### src/rtl/stream_mux_rr_pkg.sv
// Shared definitions for the stream_mux_rr datapath multiplexer.
package stream_mux_rr_pkg;

    localparam logic MODE_FIXED = 1'b0;
    localparam logic MODE_RR    = 1'b1;

    typedef enum logic {
        ST_UNLOCKED = 1'b0,
        ST_LOCKED   = 1'b1
    } lock_state_t;

    // Ceiling log2 with a floor of one bit, usable in parameter defaults.
    function automatic int sel_width(input int n);
        int w;
        w = 1;
        while ((w < 31) && ((32'sd1 << w) < n)) begin
            w = w + 1;
        end
        return w;
    endfunction

endpackage

### src/rtl/stream_mux_rr_arbiter.sv
// Combinational round-robin arbiter: first requester strictly after ptr wins, wrapping modulo NCH.
module stream_mux_rr_arbiter
    import stream_mux_rr_pkg::*;
#(
    parameter int NCH  = 8,
    parameter int SELW = sel_width(NCH)
) (
    input  logic [NCH-1:0]  req,
    input  logic [SELW-1:0] ptr,
    output logic [NCH-1:0]  grant,
    output logic [SELW-1:0] grant_idx
);

    int              cand_s;
    logic [SELW-1:0] cand_idx_s;
    logic            found_s;

    // Rotating priority search starting one past the previous winner
    always_comb begin
        grant      = '0;
        grant_idx  = '0;
        found_s    = 1'b0;
        cand_s     = 0;
        cand_idx_s = '0;
        for (int k = 1; k <= NCH; k++) begin
            cand_s     = (int'(ptr) + k) % NCH;
            cand_idx_s = cand_s[SELW-1:0];
            if (!found_s && req[cand_idx_s]) begin
                found_s   = 1'b1;
                grant_idx = cand_idx_s;
            end else begin
                found_s   = found_s;
            end
        end
        grant[grant_idx] = found_s;
    end

endmodule

### src/rtl/stream_mux_rr.sv
// N-channel valid/ready stream multiplexer with fixed or round-robin selection,
// packet-level grant locking and a registered output stage.
module stream_mux_rr
    import stream_mux_rr_pkg::*;
#(
    parameter int NCH   = 8,
    parameter int WIDTH = 3,
    parameter int SELW  = sel_width(NCH)
) (
    input  logic                 clk,
    input  logic                 reset,
    input  logic                 mode,
    input  logic [SELW-1:0]      sel,
    input  logic [NCH-1:0]       in_valid,
    output logic [NCH-1:0]       in_ready,
    input  logic [NCH*WIDTH-1:0] in_data,
    input  logic [NCH-1:0]       in_last,
    output logic                 out_valid,
    input  logic                 out_ready,
    output logic [WIDTH-1:0]     out_data,
    output logic                 out_last,
    output logic [SELW-1:0]      out_chan
);

    lock_state_t     lock_state_r;
    logic [SELW-1:0] lock_chan_r;
    logic [SELW-1:0] rr_ptr_r;

    logic             out_valid_r;
    logic [WIDTH-1:0] out_data_r;
    logic             out_last_r;
    logic [SELW-1:0]  out_chan_r;

    logic [NCH-1:0]   arb_grant_s;
    logic [SELW-1:0]  arb_idx_s;
    logic             adv_s;
    logic             sel_ok_s;
    logic             grant_ok_s;
    logic [SELW-1:0]  grant_s;
    logic             accept_s;
    logic [WIDTH-1:0] beat_data_s;
    logic             beat_last_s;

    stream_mux_rr_arbiter #(
        .NCH  (NCH),
        .SELW (SELW)
    ) u_arbiter (
        .req       (in_valid),
        .ptr       (rr_ptr_r),
        .grant     (arb_grant_s),
        .grant_idx (arb_idx_s)
    );

    assign adv_s    = ~out_valid_r | out_ready;
    assign sel_ok_s = (int'(sel) < NCH);

    // Grant source: locked channel overrides mode, sel and all other requests
    always_comb begin
        grant_ok_s = 1'b0;
        grant_s    = '0;
        if (lock_state_r == ST_LOCKED) begin
            grant_ok_s = 1'b1;
            grant_s    = lock_chan_r;
        end else if (mode == MODE_RR) begin
            grant_ok_s = |arb_grant_s;
            grant_s    = arb_idx_s;
        end else begin
            grant_ok_s = sel_ok_s & in_valid[sel];
            grant_s    = sel;
        end
    end

    // At most one ready bit, and only when the output stage can take a beat
    always_comb begin
        in_ready = '0;
        for (int i = 0; i < NCH; i++) begin
            if (int'(grant_s) == i) begin
                in_ready[i] = adv_s & grant_ok_s;
            end else begin
                in_ready[i] = 1'b0;
            end
        end
    end

    assign accept_s    = adv_s & grant_ok_s & in_valid[grant_s];
    assign beat_data_s = in_data[int'(grant_s)*WIDTH +: WIDTH];
    assign beat_last_s = in_last[grant_s];

    // Output stage: load on accept, empty on idle advance, hold on stall
    always_ff @(posedge clk or posedge reset) begin
        if (reset) begin
            out_valid_r <= 1'b0;
            out_data_r  <= '1;
            out_last_r  <= 1'b0;
            out_chan_r  <= '0;
        end else if (adv_s) begin
            if (accept_s) begin
                out_valid_r <= 1'b1;
                out_data_r  <= beat_data_s;
                out_last_r  <= beat_last_s;
                out_chan_r  <= grant_s;
            end else begin
                out_valid_r <= 1'b0;
            end
        end
    end

    // Packet lock and per-packet rotation pointer
    always_ff @(posedge clk or posedge reset) begin
        if (reset) begin
            lock_state_r <= ST_UNLOCKED;
            lock_chan_r  <= '0;
            rr_ptr_r     <= SELW'(NCH - 1);
        end else begin
            if (accept_s && beat_last_s) begin
                rr_ptr_r <= grant_s;
            end
            case (lock_state_r)
                ST_UNLOCKED: begin
                    if (accept_s && !beat_last_s) begin
                        lock_state_r <= ST_LOCKED;
                        lock_chan_r  <= grant_s;
                    end
                end
                ST_LOCKED: begin
                    if (accept_s && beat_last_s) begin
                        lock_state_r <= ST_UNLOCKED;
                    end
                end
                default: begin
                    lock_state_r <= ST_UNLOCKED;
                end
            endcase
        end
    end

    assign out_valid = out_valid_r;
    assign out_data  = out_data_r;
    assign out_last  = out_last_r;
    assign out_chan  = out_chan_r;

endmodule

### config.mk
export PLATFORM = sky130hd
export DESIGN_NAME = stream_mux_rr
export DESIGN_NICKNAME = d
export VERILOG_FILES = /design/src/rtl/stream_mux_rr_pkg.sv /design/src/rtl/stream_mux_rr_arbiter.sv /design/src/rtl/stream_mux_rr.sv
export SDC_FILE = /design/constraint.sdc
export NUM_CORES = 1
export LEC_CHECK = 0
export ABC_AREA = 1
export ABC_CLOCK_PERIOD_IN_PS = 3200
export CAP_MARGIN = 20
export CORE_ASPECT_RATIO = 2
export CORE_MARGIN = 3
export CORE_UTILIZATION = 58
export DETAILED_ROUTE_END_ITERATION = 8
export DONT_BUFFER_PORTS = 1
export PLACE_DENSITY = 0.76
export REMOVE_ABC_BUFFERS = 1
export SLEW_MARGIN = 15
export SYNTH_ARGS = -nofsm -noshare
export SYNTH_HDL_FRONTEND = slang
export SYNTH_SLANG_ARGS = --single-unit
### constraint.sdc
create_clock -name clk -period 3.2 [get_ports clk]
set_input_delay 0.16 -clock clk [delete_from_list [all_inputs] [get_ports clk]]
set_output_delay 0.16 -clock clk [all_outputs]
set_load 0.005 [all_outputs]
* After elaboration in Yosys (flattened, before gate mapping)
Index checks and enable logic that the tools add are counted.
Storage, ports and cells: register bits 15
Operators by class: multiplexer cells 56, reduce and logical (&&, ||, !) cells 22, shifts and indexed selects 1, multipliers 1, $lt $le $gt $ge 12, $add $sub $neg 8, bitwise gates (word level) 6, equality and inequality tests 7
Operator list (count):
- 3-bit by 4-bit < comparator with 1-bit output (second input constant) | 11
- 1-bit binary-select mux with 3-bit select | 11
- 1-bit 2-to-1 mux | 33
- 3-bit 2-to-1 mux | 10
- 24-bit by 6-bit indexed part select with 3-bit output | 1
- 3-bit adder (second input constant) | 4
- 3-bit == test (second input constant) | 4
- 1-bit logical AND | 10
- 8-bit bitwise AND | 1
- 1-bit zero test | 8
- 8-bit OR reduction | 1
- 3-bit by 1-bit adder with 3-bit output (second input constant) | 2
- 3-bit by 2-bit adder with 3-bit output (second input constant) | 2
- 3-bit by 2-bit == test with 1-bit output (second input constant) | 2
- 3-bit by 2-bit multiplier with 5-bit output (second input constant) | 1
- 2-bit AND reduction | 2
- 1-bit demux with 3-bit select | 1
- 3-bit by 1-bit == test with 1-bit output (second input constant) | 1
- 3-bit by 1-bit >= comparator with 1-bit output (second input constant) | 1
- 3-bit zero test | 1
- 1-bit bitwise AND | 2
- 1-bit inverter | 2
- 1-bit case mux with 2 select lines | 1
- 1-bit bitwise OR | 1

* Depth between registers and ports, before layout
Gate-level depths: netlist (run 1).
depth after elaboration 38, gate-level depth with buffers 30, mapped depth without buffers 26

* By module
A second synthesis (run 1) with hierarchy kept.
Second synthesis, totals: cell total of the unflattened synthesis 401, area total of the unflattened synthesis 2289.7 µm²
Modules (own cells, without submodules):
- stream_mux_rr | area each 1382.6 µm², cells an instance 234, instances 1
- stream_mux_rr_arbiter | area each 907.1 µm², cells an instance 167, instances 1

* Worst setup path before layout (run 1)
OpenSTA, ideal clock, no wires.
path kind register to register, start point reg rr_ptr_r[0], end point reg out_chan_r[1] (netlist: out_chan[1]), cell stages (with the launch flop) 28, arrival 3.191 ns, setup slack -0.127 ns, data required time 3.064 ns, cells stage by stage dfstp_2 > buf_4 > inv_2 > buf_6 > ha_1 > buf_2 > inv_1 > nand3_1 > nand3_2 > nand2_4 > nor2_8 > nand3_2 > nand2_1 > inv_1 > nor2_1 > nand2_1 > nand2_1 > nand3_2 > nand2_4 > nand2_4 > buf_6 > nand3_1 > nand3_2 > o21bai_4 > nand2_4 > buf_6 > nand2_1 > o21ai_1
Between the ends: word-level cells in the longest chain between the ends 36, elaborated cells between the ends (all ways) 70, those cells by class add/sub: 8; order compare: 2; mux: 40; bitwise: 3; reduce/logical: 17
RTL lines:
- from (decl) | RTL line stream_mux_rr.sv:27 | logic [SELW-1:0] rr_ptr_r;
- from (signal assigned) | RTL line stream_mux_rr.sv:113 | rr_ptr_r <= SELW'(NCH - 1);
- from (signal assigned) | RTL line stream_mux_rr.sv:116 | rr_ptr_r <= grant_s;
- 3-bit by 1-bit adder with 3-bit output | RTL line stream_mux_rr_arbiter.sv:26 | cand_s = (int'(ptr) + k) % NCH;
- 1-bit binary-select mux with 3-bit select | RTL line stream_mux_rr_arbiter.sv:28 | if (!found_s && req[cand_idx_s]) begin
- 1-bit 2-to-1 mux (implied by the code) | RTL line stream_mux_rr_arbiter.sv:28
- 1-bit 2-to-1 mux | RTL line stream_mux_rr_arbiter.sv:28
- 1-bit zero test | RTL line stream_mux_rr_arbiter.sv:28
- 1-bit logical AND | RTL line stream_mux_rr_arbiter.sv:28
- 1-bit 2-to-1 mux | RTL line stream_mux_rr_arbiter.sv:28
- 1-bit zero test | RTL line stream_mux_rr_arbiter.sv:28
- (+19 left out)
- 1-bit 2-to-1 mux (implied by the code) | RTL line stream_mux_rr_arbiter.sv:35 | grant[grant_idx] = found_s;
- 1-bit demux with 3-bit select
- 8-bit bitwise AND (no line)
- 8-bit OR reduction | RTL line stream_mux_rr.sv:65 | grant_ok_s = |arb_grant_s;
- 1-bit 2-to-1 mux | RTL line stream_mux_rr.sv:64 | end else if (mode == MODE_RR) begin
- 1-bit 2-to-1 mux | RTL line stream_mux_rr.sv:61 | if (lock_state_r == ST_LOCKED) begin
- 1-bit bitwise AND (2 in series) | RTL line stream_mux_rr.sv:85 | assign accept_s = adv_s & grant_ok_s & in_valid[grant_s];
- 2-bit AND reduction (no line)
- to (signal assigned) | RTL line stream_mux_rr.sv:101 | out_chan_r <= grant_s;
- to (decl) | RTL line stream_mux_rr.sv:32 | logic [SELW-1:0] out_chan_r;
Parallel ways exist; a longest one is shown, timed or not. The select of a mux whose other input is x is not followed. A chain may end at the register's enable or synchronous reset.

* Final worst setup path (run 1)
start point reg rr_ptr_r[0], end point out in_ready[4]
Between the ends: word-level cells in the longest chain between the ends 35, elaborated cells between the ends (all ways) 68, those cells by class add/sub: 8; order compare: 2; eq/ne: 1; mux: 39; bitwise: 2; reduce/logical: 16
RTL lines:
- 3-bit by 1-bit adder with 3-bit output | RTL line stream_mux_rr_arbiter.sv:26
- 1-bit binary-select mux with 3-bit select | RTL line stream_mux_rr_arbiter.sv:28
- 1-bit 2-to-1 mux (implied by the code) | RTL line stream_mux_rr_arbiter.sv:28
- 1-bit 2-to-1 mux | RTL line stream_mux_rr_arbiter.sv:28
- 1-bit zero test | RTL line stream_mux_rr_arbiter.sv:28
- 1-bit logical AND | RTL line stream_mux_rr_arbiter.sv:28
- 1-bit 2-to-1 mux | RTL line stream_mux_rr_arbiter.sv:28
- 1-bit zero test | RTL line stream_mux_rr_arbiter.sv:28
- (+19 left out)
- 1-bit 2-to-1 mux (implied by the code) | RTL line stream_mux_rr_arbiter.sv:35
- 1-bit demux with 3-bit select
- 8-bit bitwise AND (no line)
- 8-bit OR reduction | RTL line stream_mux_rr.sv:65
- 1-bit 2-to-1 mux | RTL line stream_mux_rr.sv:64
- 1-bit 2-to-1 mux | RTL line stream_mux_rr.sv:61
- 1-bit bitwise AND | RTL line stream_mux_rr.sv:78 | in_ready[i] = adv_s & grant_ok_s;
- 1-bit 2-to-1 mux (*) | RTL line stream_mux_rr.sv:77 | if (int'(grant_s) == i) begin
- to (decl) | RTL line stream_mux_rr.sv:15 | output logic [NCH-1:0] in_ready,
Every way passes the cells marked *; elsewhere a longest branch is shown, timed or not. The select of a mux whose other input is x is not followed.

==> results of run 1 <==
[per-layer routing]
| metal | GRT usage (%) | share of wire (%) | up-vias |
|---|---|---|---|
| met3 | 10.40 | 7.5 | 72 |
| met4 | 19.33 | 7.9 | 0 |
| met2 | 62.61 | 55 | 189 |
| met1 | 35.39 | 30 | 1211 |
| li1 | - | - | 1217 |
| met5 | 0 | 0 | - |
[area by class of cell]
cell class	count	area, um2
Multi-Input combinational cell	295	1837
Fill cell	186	412.9
Sequential cell	15	386.6
Timing Repair Buffer	41	386.6
Inverter	40	157.7
Clock buffer	3	41.29
Tap cell	31	38.79
Clock inverter	1	5.005
[registers in the layout, indices dropped and copies added, names as in the netlist, named ones only]
register	flops
lock_chan_r	3
out_last	1
out_chan	3
out_valid	1
out_data	3
rr_ptr_r	3
[worst paths after layout]
kind	to	slack [ns]
worst max-delay path	in_ready[4]	-0.08
worst min-delay path	out_data[2]	0.25
worst max register to register	lock_chan_r[2]	-0.05
worst min register to register	out_data[0]	0.48
max in group asynchronous	out_data[2]	2.43
min in group asynchronous	asynchronous set/reset pin	0.41
[through the flow]
step | TNS (ns) | util (%) | hold WS (ns) | instances
5_1_grt | -5.300 | 87.36 | 0.2827 | 426
3_5_place_dp | -1.652 | 67.85 | 0.1059 | 408
3_3_place_gp | -0.1651 | 67.85 | 0.1130 | 408
4_1_cts | 0 | 74.56 | 0.006833 | 421
2_1_floorplan | -0.5267 | - | 0.05719 | 350
6_report | -0.4812 | 87.36 | 0.2507 | 426
[cell usage after synthesis, drive strengths merged]
master and n:
ha 2, inv 40, o21bai 1, nand4 16
nand3b 3, nand2 172, nor2 30, xnor2 2
nand3 38, xor2 1, buf 8, a31oi 1
o22ai 1, o21ai 20, a21oi 7, dfstp 6
dfrtp 9, nor3 1, clkbuf 1
[timing repair]
| item | 4_1_cts | 5_1_grt |
|---|---|---|
| setup buffers | 8 | 5 |
| resized for setup | 19 | 103 |
| endpoints found under the setup margin | 23 | 23 |
| pin swaps | 7 | 34 |
| hold endpoints to repair | 9 | 1 |
| hold buffers | 1 | 1 |
[kinds of logic after synthesis]
| logic type | count (synthesis) |
|---|---|
| buffers and inverters | 49 |
| AND/OR/NAND/NOR | 260 |
| flip-flops | 15 |
| XOR/XNOR | 3 |
| adder cells (fa/ha/maj) | 2 |
| AO/OA/AOI/OAI | 30 |
[worst max-delay path, cell delays in order (launching register included)]
cell and delay (ns):
sky130_fd_sc_hd__dfstp_2 0.55, sky130_fd_sc_hd__inv_2 0.05, sky130_fd_sc_hd__buf_4 0.18, sky130_fd_sc_hd__nand2_1 0.17, sky130_fd_sc_hd__nand3_4 0.10, sky130_fd_sc_hd__nand3_2 0.11, sky130_fd_sc_hd__nand2_4 0.10, sky130_fd_sc_hd__nor2_8 0.15
sky130_fd_sc_hd__nand4_4 0.13, sky130_fd_sc_hd__nor2_4 0.16, sky130_fd_sc_hd__buf_4 0.14, sky130_fd_sc_hd__nand2_1 0.06, sky130_fd_sc_hd__o21ai_1 0.14, sky130_fd_sc_hd__inv_1 0.07, sky130_fd_sc_hd__nand2_1 0.06, sky130_fd_sc_hd__nand2_1 0.05
sky130_fd_sc_hd__nand2_2 0.13, sky130_fd_sc_hd__buf_4 0.17, sky130_fd_sc_hd__nand2_1 0.16, sky130_fd_sc_hd__nor2_2 0.18
==> run summary, run 1 <==
The run finished, with violations left. The final reports fail on DRC, setup timing. The cell taking the most area after synthesis was sky130_fd_sc_hd__nand2_1. The CTS H-tree depth was 1; the vertical die dimension was 89.91 um.

Area of the mapped netlist: 2042 um2. In the post-synthesis netlist, the biggest area contributors are sky130_fd_sc_hd__nand2_1, sky130_fd_sc_hd__dfrtp_1, sky130_fd_sc_hd__dfstp_2. After synthesis, the largest area contributor takes up 29.60% of total cell area. For the pin with the worst max-slew slack, the measured transition is 0.5170 ns.

The worst hold path belongs to the class in2reg. For the total number of yosys warnings, the log shows 0. The total of max-cap violations is 0, and the final worst-path cycle share is 102.5%.

Length of the first detailed-routing pass in iterations: 9. STA classifies the critical path startpoint as a register. The floorplan has 29 rows. The tools report the number of hold violations in the final report as 0. The library cell used most frequently in the layout, excluding fill and tap cells, is sky130_fd_sc_hd__nand2_1. Entering global routing, the biggest net connects 16 pins.

The synthesized-area fraction occupied by xor and xnor cells is 1.287%. Synthesis handed over a netlist of 359 instances. The routed design could run at a clock period as short as 3.279 ns. The run gives 0 as the max-slew violation count.

In this run the worst path has a maximum fanout of 10. In this run, CTS created clock tree buffers numbering 3. The most critical setup path has its startpoint at rr_ptr_r[0]. STA classifies the critical path endpoint as an output pin.

For the remaining antenna violation count, the log shows 0. The top cell types in the final layout, fill and taps aside, are sky130_fd_sc_hd__nand2_1, sky130_fd_sc_hd__inv_1, sky130_fd_sc_hd__nand2_2, sky130_fd_sc_hd__buf_4, sky130_fd_sc_hd__nand3_2. The synthesized netlist devotes 8.701% of its cell area to compound gates. Setup violations remaining at the end of the flow were counted as 12. The area added between synthesis and finish is 39.71%, and the post-placement cell area is 2216 um2. Combinational family with the most area after synthesis: simple AND/OR/NAND/NOR gates. The worst clock skew is 0.001946 ns.

The simple-gate share of the synthesized area was 59.37%. Detailed routing inserted a total of 2,689 vias. No sink is reached through more buffers than the 2 on the longest clock path.

The floorplan step defined a die boundary enclosing 4312 um2. Initial antenna violation count: 0. The final standard cell area without fillers was 2853 um2; the iteration-0 DRC count of the detailed router was 135.

The logs give 18.75% for the sequential area share after synthesis and -0.07889 ns for the final worst setup slack. The relative slew slack came out at 65.17%. The congestion estimate from routability-driven global placement came to 0.9716. Setup repair after global routing could not meet its margin everywhere. The first global-routing pass estimated 11,680 um of wire. After detailed routing, the number of vias per cell comes to 6.312.

The count of buffers from port buffering was 0; the mean instance size in the synthesized netlist was 5.688 um2. The later pin in the worst-skew pair is clocked with a latency of 0.24 ns. The clock edge transition at the registers on the reported setup and hold paths came out at 0.06 ns. The total area inside the core boundary comes to 3266 um2.

Via count of the first global-routing pass: 2,566. For this configuration, the core starts out at a cell density of 62.53%. The die width was 47.96 um; the number of I/O pins was 63. The number of antenna diodes in the final layout is 0.

The global-route usage over all layers is 36.37%. TritonCTS built the clock tree. The logs give 1 for the DRC violation count after routing and 0 for the aggregate global routing overflow.

The worst hold path passes through 6 cells. At the end of the flow, the number of nets in the layout was 445. Detailed placement finished with a half-perimeter wire length of 5357 um. The synthesized netlist contains 32 unique library cells. The arrival time of the worst setup path was 3.12 ns. Clock tree synthesis selected as its root buffer the cell sky130_fd_sc_hd__clkbuf_8. For the worst flop-to-flop path, the logic depth is 24. The number of sinks handled by clock tree synthesis came out at 15. The worst register-to-register path begins at rr_ptr_r[0]. The startpoint identified for the worst hold timing path is in_data[5]. The critical path is of the reg2out type.

The portion of synthesized area spent on multiplexers is 0%. At the placement stage, the worst setup path has a slack of -0.1839 ns. The synthesized flop and latch total was 15. The required time at the worst-slack endpoint is 3.04 ns. The area share of fa/ha/maj cells after synthesis was 1.225%. After detailed routing, the average wire length per cell comes to 19.28 um. Based on the critical path, the design can be clocked at up to 305.0 MHz. Share of final-layout standard cells stronger than drive strength 1: 38.99%. Wires add up to 8213 um.
Power of run 1 is not shown: default switching activity piles up to over one toggle a cycle in this logic, so the estimate is an artifact.
==> inputs of run 2 (changes only) <==
--- a/config.mk
+++ b/config.mk
@@ -8,12 +8,11 @@
 export ABC_AREA = 1
 export ABC_CLOCK_PERIOD_IN_PS = 3200
 export CAP_MARGIN = 20
-export CORE_ASPECT_RATIO = 2
 export CORE_MARGIN = 3
 export CORE_UTILIZATION = 58
 export DETAILED_ROUTE_END_ITERATION = 8
 export DONT_BUFFER_PORTS = 1
-export PLACE_DENSITY = 0.76
+export PLACE_DENSITY_LB_ADDON = 0.2
 export REMOVE_ABC_BUFFERS = 1
 export SLEW_MARGIN = 15
 export SYNTH_ARGS = -nofsm -noshare
==> run 2 against run 1 <==
Compared with the run above: the run now ends clean; utilization shrank 6.8 points; global-route usage is 8.7 points lower; worst setup slack better by 0.10 ns; clock skew fell by 0.00086 ns; routed wire length down 26%; first-iteration DRC count up 41%; cell count rose by 2.3%; critical path type is now reg2reg; critical endpoint is now rr_ptr_r[1].
==> run summary, run 2 (synthesis gave the netlist of run 1 again) <==
The floorplan die area was 4269 um2 (-1.0%); the area used by sequential logic in the layout was 382.9 um2 (-0.97%). The peak per-stage delay on the critical path was 0.56 ns (about the same). The worst hold path endpoint was out_data[2]. The post-layout net count was 442 (-0.67%). Setup repair after global routing could not meet its margin everywhere. The tools report the area of the core as 3203 um2 (-1.9%). The launch point of the worst path was rr_ptr_r[1]. Overall via count from detail_route: 2,442 (-9.2%). The maximum fanout along the worst path was 7 (-3). The worst-margin pin slew is 0.5315 ns (+0.01453 ns), and the area added between synthesis and finish is 26.35%. For the global-route usage over all layers, the log shows 27.70% (-8.7 points). The worst setup path is captured at a register.

The largest buffer count on any clock path is 2 (unchanged). Among cell families on the critical path, the largest total delay comes from simple AND/OR/NAND/NOR gates. Leaving out fill and tap cells, the most frequent cell in the layout is sky130_fd_sc_hd__nand2_1. The initial core utilization was 63.75% (+1.2 points). The fill cell total of the finished layout is 245 (+32%). For the number of sinks handled by clock tree synthesis, the log shows 15 (unchanged).

The DRC violation count after routing is 0 (-1), and the number of vias per cell is 5.601 (-11%). The share of final-layout standard cells stronger than drive strength 1 is 28.83% (-10 points). The max-slew violation count was 0 (unchanged). Final worst-path cycle share: 99.26% (-3.2 points).

TritonCTS built the clock tree. The length of the first detailed-routing pass in iterations was 5 (-4). In the layout the commonest cells are sky130_fd_sc_hd__nand2_1, sky130_fd_sc_hd__inv_1, sky130_fd_sc_hd__buf_4, sky130_fd_sc_hd__nand3_1, sky130_fd_sc_hd__nor2_1. The iteration-0 DRC count of the detailed router is 190 (+41%), and the initial antenna violation count is 0 (unchanged).

The routed wirelength normalized by instance count was 14.00 um (-27%). The aggregate global routing overflow came out at 0 (unchanged). The worst clock skew is 0.001088 ns (-0.0008574 ns). For the number of I/O pins, the log shows 63 (unchanged). The startpoint of the worst hold path was in_data[17]. The clock edge transition at the registers on the reported setup and hold paths works out to 0.09 ns (+0.03 ns). The relative slew slack is 64.53% (-0.64 points), and the floorplan row count is 20 (-31%). Clock root buffer master: sky130_fd_sc_hd__clkbuf_4. The run finished with clean final reports. The sum of buffers and inverters on the critical path is 3 (-2). The min-delay analysis places its worst path in the category in2reg. For the arrival time of the worst setup path, the log shows 3.39 ns (+0.27 ns). The logs give 0 (unchanged) for the number of hold violations in the final report and 1608 um2 (-12%) for the multi-input combinational cell area.

The die width came out at 65.34 um (+36%). The total negative setup slack was 0 ns (+0.4812 ns); the final standard cell area without fillers was 2580 um2 (-9.6%). The source-to-sink clock delay at the later pin of the worst-skew pair is 0.28 ns (+0.04 ns). The worst register-to-register path ends at rr_ptr_r[1]. The smallest hold slack came out at 0.1956 ns (-0.05510 ns). The kind of critical path was reg2reg. The CTS H-tree depth came out at 1 (unchanged). The depth of the worst register-to-register path works out to 24 (unchanged).

The wire length of the first global-routing pass is 9542 um (-18%), and the final setup violation count is 0 (-12). The antenna diode instance count was 0 (unchanged). The critical path goes through inv_2, ha_4, inv_4, nand3_2, nand3_2, nand2_4, nor2_8, nand4_4, nor2_4, nand2_2, nor2_1, nor2_1, nand2_2, nand2_2, nand2_4, buf_4, nor2_4, nand2_1, nand2_1, o21bai_4, nand2_4, nor2_4, nand2_1, o21ai_1.

The number of stages on the worst hold path was 6 (unchanged); the slack of the worst reg-to-reg path was 0.02 ns (+0.07 ns). The post-placement cell area came out at 2217 um2 (about the same). The count of buffers from port buffering is 0 (unchanged).

The remaining antenna violation count came out at 0 (unchanged). Startpoint type of the worst setup path: a register. The logs give 3 (unchanged) for the number of clock buffers inserted by TritonCTS and 2,195 (-14%) for the via count of the first global-routing pass. Final critical-path required period: 3.176 ns (-0.1025 ns).

The tools report the peak clock frequency supported by timing as 314.8 MHz (+3.2%). The tools report the total of max-cap violations as 0 (unchanged). The logs give 6105 um (-26%) for the final wirelength and 3.42 ns (+0.38 ns) for the required time at the worst-slack endpoint. The slowest stage of the critical path belongs to the cell sky130_fd_sc_hd__dfstp_2. The HPWL after detailed placement was 4489 um (-16%).

The run gives 17 (+1) as the largest net degree at the start of global routing. The placer congestion estimate is 0.9195 (-5.4%). The vertical die dimension works out to 65.34 um (-27%). The worst register-to-register path begins at rr_ptr_r[1].
==> run 2: routing by layer <==
metal | track usage, % | vias to the layer above | wire length [um]
met5 | 0 | - | 0
li1 | - | 1213 | -
met2 | 46.27 | 114 | 3000
met4 | 8.549 | 0 | 203
met1 | 36.84 | 1093 | 2462
met3 | 3.932 | 22 | 439
==> run 2: worst register-to-register path: stages, from the launching register on <==
cell and delay (ns):
sky130_fd_sc_hd__dfstp_2 0.56, sky130_fd_sc_hd__inv_2 0.06, sky130_fd_sc_hd__ha_4 0.27, sky130_fd_sc_hd__inv_4 0.09, sky130_fd_sc_hd__nand3_2 0.10, sky130_fd_sc_hd__nand3_2 0.12
sky130_fd_sc_hd__nand2_4 0.09, sky130_fd_sc_hd__nor2_8 0.14, sky130_fd_sc_hd__nand4_4 0.11, sky130_fd_sc_hd__nor2_4 0.18, sky130_fd_sc_hd__nand2_2 0.10, sky130_fd_sc_hd__nor2_1 0.09
sky130_fd_sc_hd__nor2_1 0.05, sky130_fd_sc_hd__nand2_2 0.08, sky130_fd_sc_hd__nand2_2 0.07, sky130_fd_sc_hd__nand2_4 0.08, sky130_fd_sc_hd__buf_4 0.12, sky130_fd_sc_hd__nor2_4 0.04
sky130_fd_sc_hd__nand2_1 0.06, sky130_fd_sc_hd__nand2_1 0.08, sky130_fd_sc_hd__o21bai_4 0.19, sky130_fd_sc_hd__nand2_4 0.10, sky130_fd_sc_hd__nor2_4 0.16, sky130_fd_sc_hd__nand2_1 0.07
sky130_fd_sc_hd__o21ai_1 0.08
==> run 2: repair_timing <==
action	4_1_cts	5_1_grt
gates cloned	0	0
resized for setup	10	48
setup endpoints to repair	21	23
setup buffers	5	6
hold buffers	2	0
hold endpoints to repair	10	0
pin swaps	5	20
==> run 2: final cells by class <==
type	count	area share [%]
Multi-Input combinational cell	295	62.32
Sequential cell	15	14.84
Timing Repair Buffer	38	13.72
Inverter	40	5.917
Tap cell	44	2.134
Clock buffer	3	0.8729
Clock inverter	1	0.1940
==> run 2: how the worst max path moves through the flow <==
stage | endpoint | slack [ns] | cells past startpoint
final | rr_ptr_r[1] | 0.02 | 24
after global placement | lock_chan_r[1] | -0.1 | 24
after global routing | lock_chan_r[1] | -0.19 | 24
after floorplan | rr_ptr_r[1] | -0.12 | 23
after detailed placement | lock_chan_r[1] | -0.14 | 24
after CTS | rr_ptr_r[1] | 0.01 | 23
==> run 2: through the flow <==
step	setup WS (ns)	utilization, %	instances
floorplan	-0.1210	-	350
global placement	-0.09624	69.22	419
detailed placement	-0.1388	69.22	419
CTS	0.009631	73.44	430
global route	-0.1914	80.55	436
finish	0.02360	80.55	436
Power of run 2 is left out for the same reason.
==> inputs of run 3 (changes only) <==
--- a/config.mk
+++ b/config.mk
@@ -7,11 +7,11 @@
 export LEC_CHECK = 0
 export ABC_AREA = 1
 export ABC_CLOCK_PERIOD_IN_PS = 3200
+export BUFFER_PORTS_ARGS = -buffer_cell sky130_fd_sc_hd__clkbuf_2
 export CAP_MARGIN = 20
 export CORE_MARGIN = 3
-export CORE_UTILIZATION = 58
+export CORE_UTILIZATION = 47
 export DETAILED_ROUTE_END_ITERATION = 8
-export DONT_BUFFER_PORTS = 1
 export PLACE_DENSITY_LB_ADDON = 0.2
 export REMOVE_ABC_BUFFERS = 1
 export SLEW_MARGIN = 15
==> run 3 against run 2 <==
Compared with the run above: first-iteration DRC count fell by 33%; sequential share of layout area is 2.2 points lower; die area rose by 21%; global-route usage down 4.1 points; non-clock buffer count increased by 67; via count is 6.7% higher; critical path depth stayed put; critical path type unchanged; critical endpoint is now rr_ptr_r[2].
==> run summary, run 3 (synthesis gave the netlist of run 1 again) <==
Traced cell by cell, the critical path runs through inv_2, ha_4, inv_6, nand3_2, nand3_2, nand2_4, nor2_8, nand4_4, nor2_4, nand2_2, nand2_1, nand2_1, nand3_2, nand2_4, buf_6, nand3b_1, nand2_1, nand2_1, nand2_1, nand2_2, nand2_4, nor2_4, nand2_1, o21ai_1. The required time at the worst-slack endpoint was 3.38 ns (-0.04 ns); the global-route track usage on met1 was 30.03% (-6.8 points). The worst clock skew is 0.001583 ns (+0.0004945 ns), and the total of max-cap violations is 0 (unchanged). The via count of the first global-routing pass was 2,400 (+9.3%).

The aggregate global routing overflow is 0 (unchanged). The peak per-stage delay on the critical path is 0.54 ns (-0.02 ns). The tools report the CTS H-tree depth as 1 (unchanged). The worst setup path is launched from a register. The path class of the tightest hold or removal check is in2reg. The flow ran to the end, and the final reports show no timing, DRC or antenna violations. The critical path in this run is classified as reg2reg. The final worst-path cycle share is 99.80% (+0.54 points). The source-to-sink clock delay at the later pin of the worst-skew pair is 0.25 ns (-0.03 ns), and the length of the first detailed-routing pass in iterations is 4 (-1). TritonCTS built the clock tree.

The final wirelength was 6492 um (+6.3%). The HPWL after detailed placement came out at 4850 um (+8.0%). The run gives 0 (unchanged) as the DRC violation count after routing. Leaving out fill and tap cells, the most frequent cells in the layout are sky130_fd_sc_hd__nand2_1, sky130_fd_sc_hd__clkbuf_2, sky130_fd_sc_hd__inv_1, sky130_fd_sc_hd__buf_4, sky130_fd_sc_hd__nand3_1.

The initial antenna violation count is 0 (unchanged). Element type at the critical path end: a register. The global routing usage on met3 is 2.909% (-1.0 points), and the fill cell total of the finished layout is 339 (+38%). The logs give 15 (unchanged) for the number of sinks handled by clock tree synthesis and 4086 um2 (+28%) for the area of the core. Area added between synthesis and finish: 48.28%. The sum of buffers and inverters on the critical path works out to 3 (unchanged). The met2 usage in global routing was 41.43% (-4.8 points). The run gives 0.8981 (-2.3%) as the placer congestion estimate. Among the stages of the critical path, the cell type that occurs most often is sky130_fd_sc_hd__nand2_1. Largest net degree at the start of global routing: 16 (-1). The max-slew violation count is 0 (unchanged). The worst-margin pin slew was 0.5617 ns (+0.03023 ns). The tools report the number of clock buffers inserted by TritonCTS as 3 (unchanged). The final critical-path required period is 3.194 ns (+0.01725 ns), and the routed wirelength normalized by instance count is 12.73 um (-9.1%). The arrival time of the worst setup path was 3.37 ns (-0.02 ns); the wire length of the first global-routing pass was 9998 um (+4.8%). The floorplan die area was 5172 um2 (+21%). The vertical die dimension is 71.92 um (+10%), and the post-layout net count is 510 (+15%). For the global-route usage over all layers, the log shows 23.64% (-4.1 points). The slowest stage of the critical path is the sky130_fd_sc_hd__dfstp_2 cell. After global routing, the most crowded layer is met2. The die width came out at 71.92 um (+10%). The post-placement setup slack is -0.1438 ns (-0.005068 ns), and the clock edge transition at the registers on the reported setup and hold paths is 0.06 ns (-0.03 ns). Count of buffers from port buffering: 62 (+62).

The share of final-layout standard cells stronger than drive strength 1 works out to 40.43% (+12 points). The floorplan row count is 23 (+15%). The final cell utilization of the core is 74.10% (-6.5 points). The iteration-0 DRC count of the detailed router was 128 (-33%); the antenna diode instance count was 0 (unchanged). Leaving out fill and tap cells, the most frequent cell in the layout is sky130_fd_sc_hd__nand2_1. The number of vias per cell was 5.110 (-8.8%). The largest buffer count on any clock path was 2 (unchanged); the remaining antenna violation count was 0 (unchanged). The category of cells accounting for the largest share of critical-path delay was simple AND/OR/NAND/NOR gates. The run gives 2,606 (+6.7%) as the overall via count from detail_route.

The logs give 0 (unchanged) for the number of hold violations in the final report and 63 (unchanged) for the number of I/O pins. The final worst setup slack is 0.006350 ns (-0.01725 ns), and the relative slew slack is 62.51% (-2.0 points). Setup repair after global routing could not meet its margin everywhere. The run gives 49.97% (-14 points) as the initial core utilization. The root buffer cell chosen for the clock tree is sky130_fd_sc_hd__clkbuf_8. Final setup violation count: 0 (unchanged).

The peak clock frequency supported by timing is 313.1 MHz (-0.54%), and the maximum fanout along the worst path is 7 (unchanged).
[run 3: changes by cell type in the layout (fill, tap and decap cells not counted), moves of 4 or more]
cell,before,now
sky130_fd_sc_hd__buf_2,0,6
sky130_fd_sc_hd__clkbuf_2,0,56
sky130_fd_sc_hd__nor2_2,9,5
sky130_fd_sc_hd__nand2_1,150,145
sky130_fd_sc_hd__buf_4,26,33
sky130_fd_sc_hd__nand3_4,0,4
[run 3: layout make-up]
type	count	area, um2	share of cell area (%)
Multi-Input combinational cell	296	1692	55.87
Timing Repair Buffer	105	690.7	22.81
Sequential cell	15	382.9	12.64
Inverter	40	155.1	5.124
Tap cell	50	62.56	2.066
Clock buffer	4	45.04	1.488
[run 3: worst paths after layout]
kind | from | end | slack, ns | cells past startpoint
max | rr_ptr_r[1] | rr_ptr_r[2] | 0.006 | 24
min | out_ready | out_valid | 0.11 | 2
max reg2reg | rr_ptr_r[1] | rr_ptr_r[2] | 0.006 | 24
min reg2reg | out_data[0] | out_data[0] | 0.46 | 2
max in group asynchronous | reset | out_data[1] | 2.34 | 3
min in group asynchronous | reset | out_last | 0.49 | 3
[run 3: timing repair]
action,4_1_cts,5_1_grt
setup endpoints to repair,22,23
cloned,0,1
endpoints found under the hold margin,9,0
hold buffers,1,0
buffers inserted,5,8
pin swaps,1,21
resized for setup,13,67
[run 3: per-layer routing]
layer	share of wire [%]	up-vias
met1	42	1152
met3	5.5	13
met5	0	-
met4	1.6	0
met2	51	83
li1	-	1358
[run 3: stage by stage]
step           instance area [um2]  hold WS [ns]  std cells  TNS [ns]
2_1_floorplan                 1974       0.05719        350   -0.5267
3_3_place_gp                  2597        0.2075        492   -0.8495
3_5_place_dp                  2597        0.2229        492    -1.495
4_1_cts                       2744        0.1042        502         0
5_1_grt                       3028        0.1458        510    -2.534
6_report                      3028        0.1096        510         0
Power of run 3 is left out for the same reason.
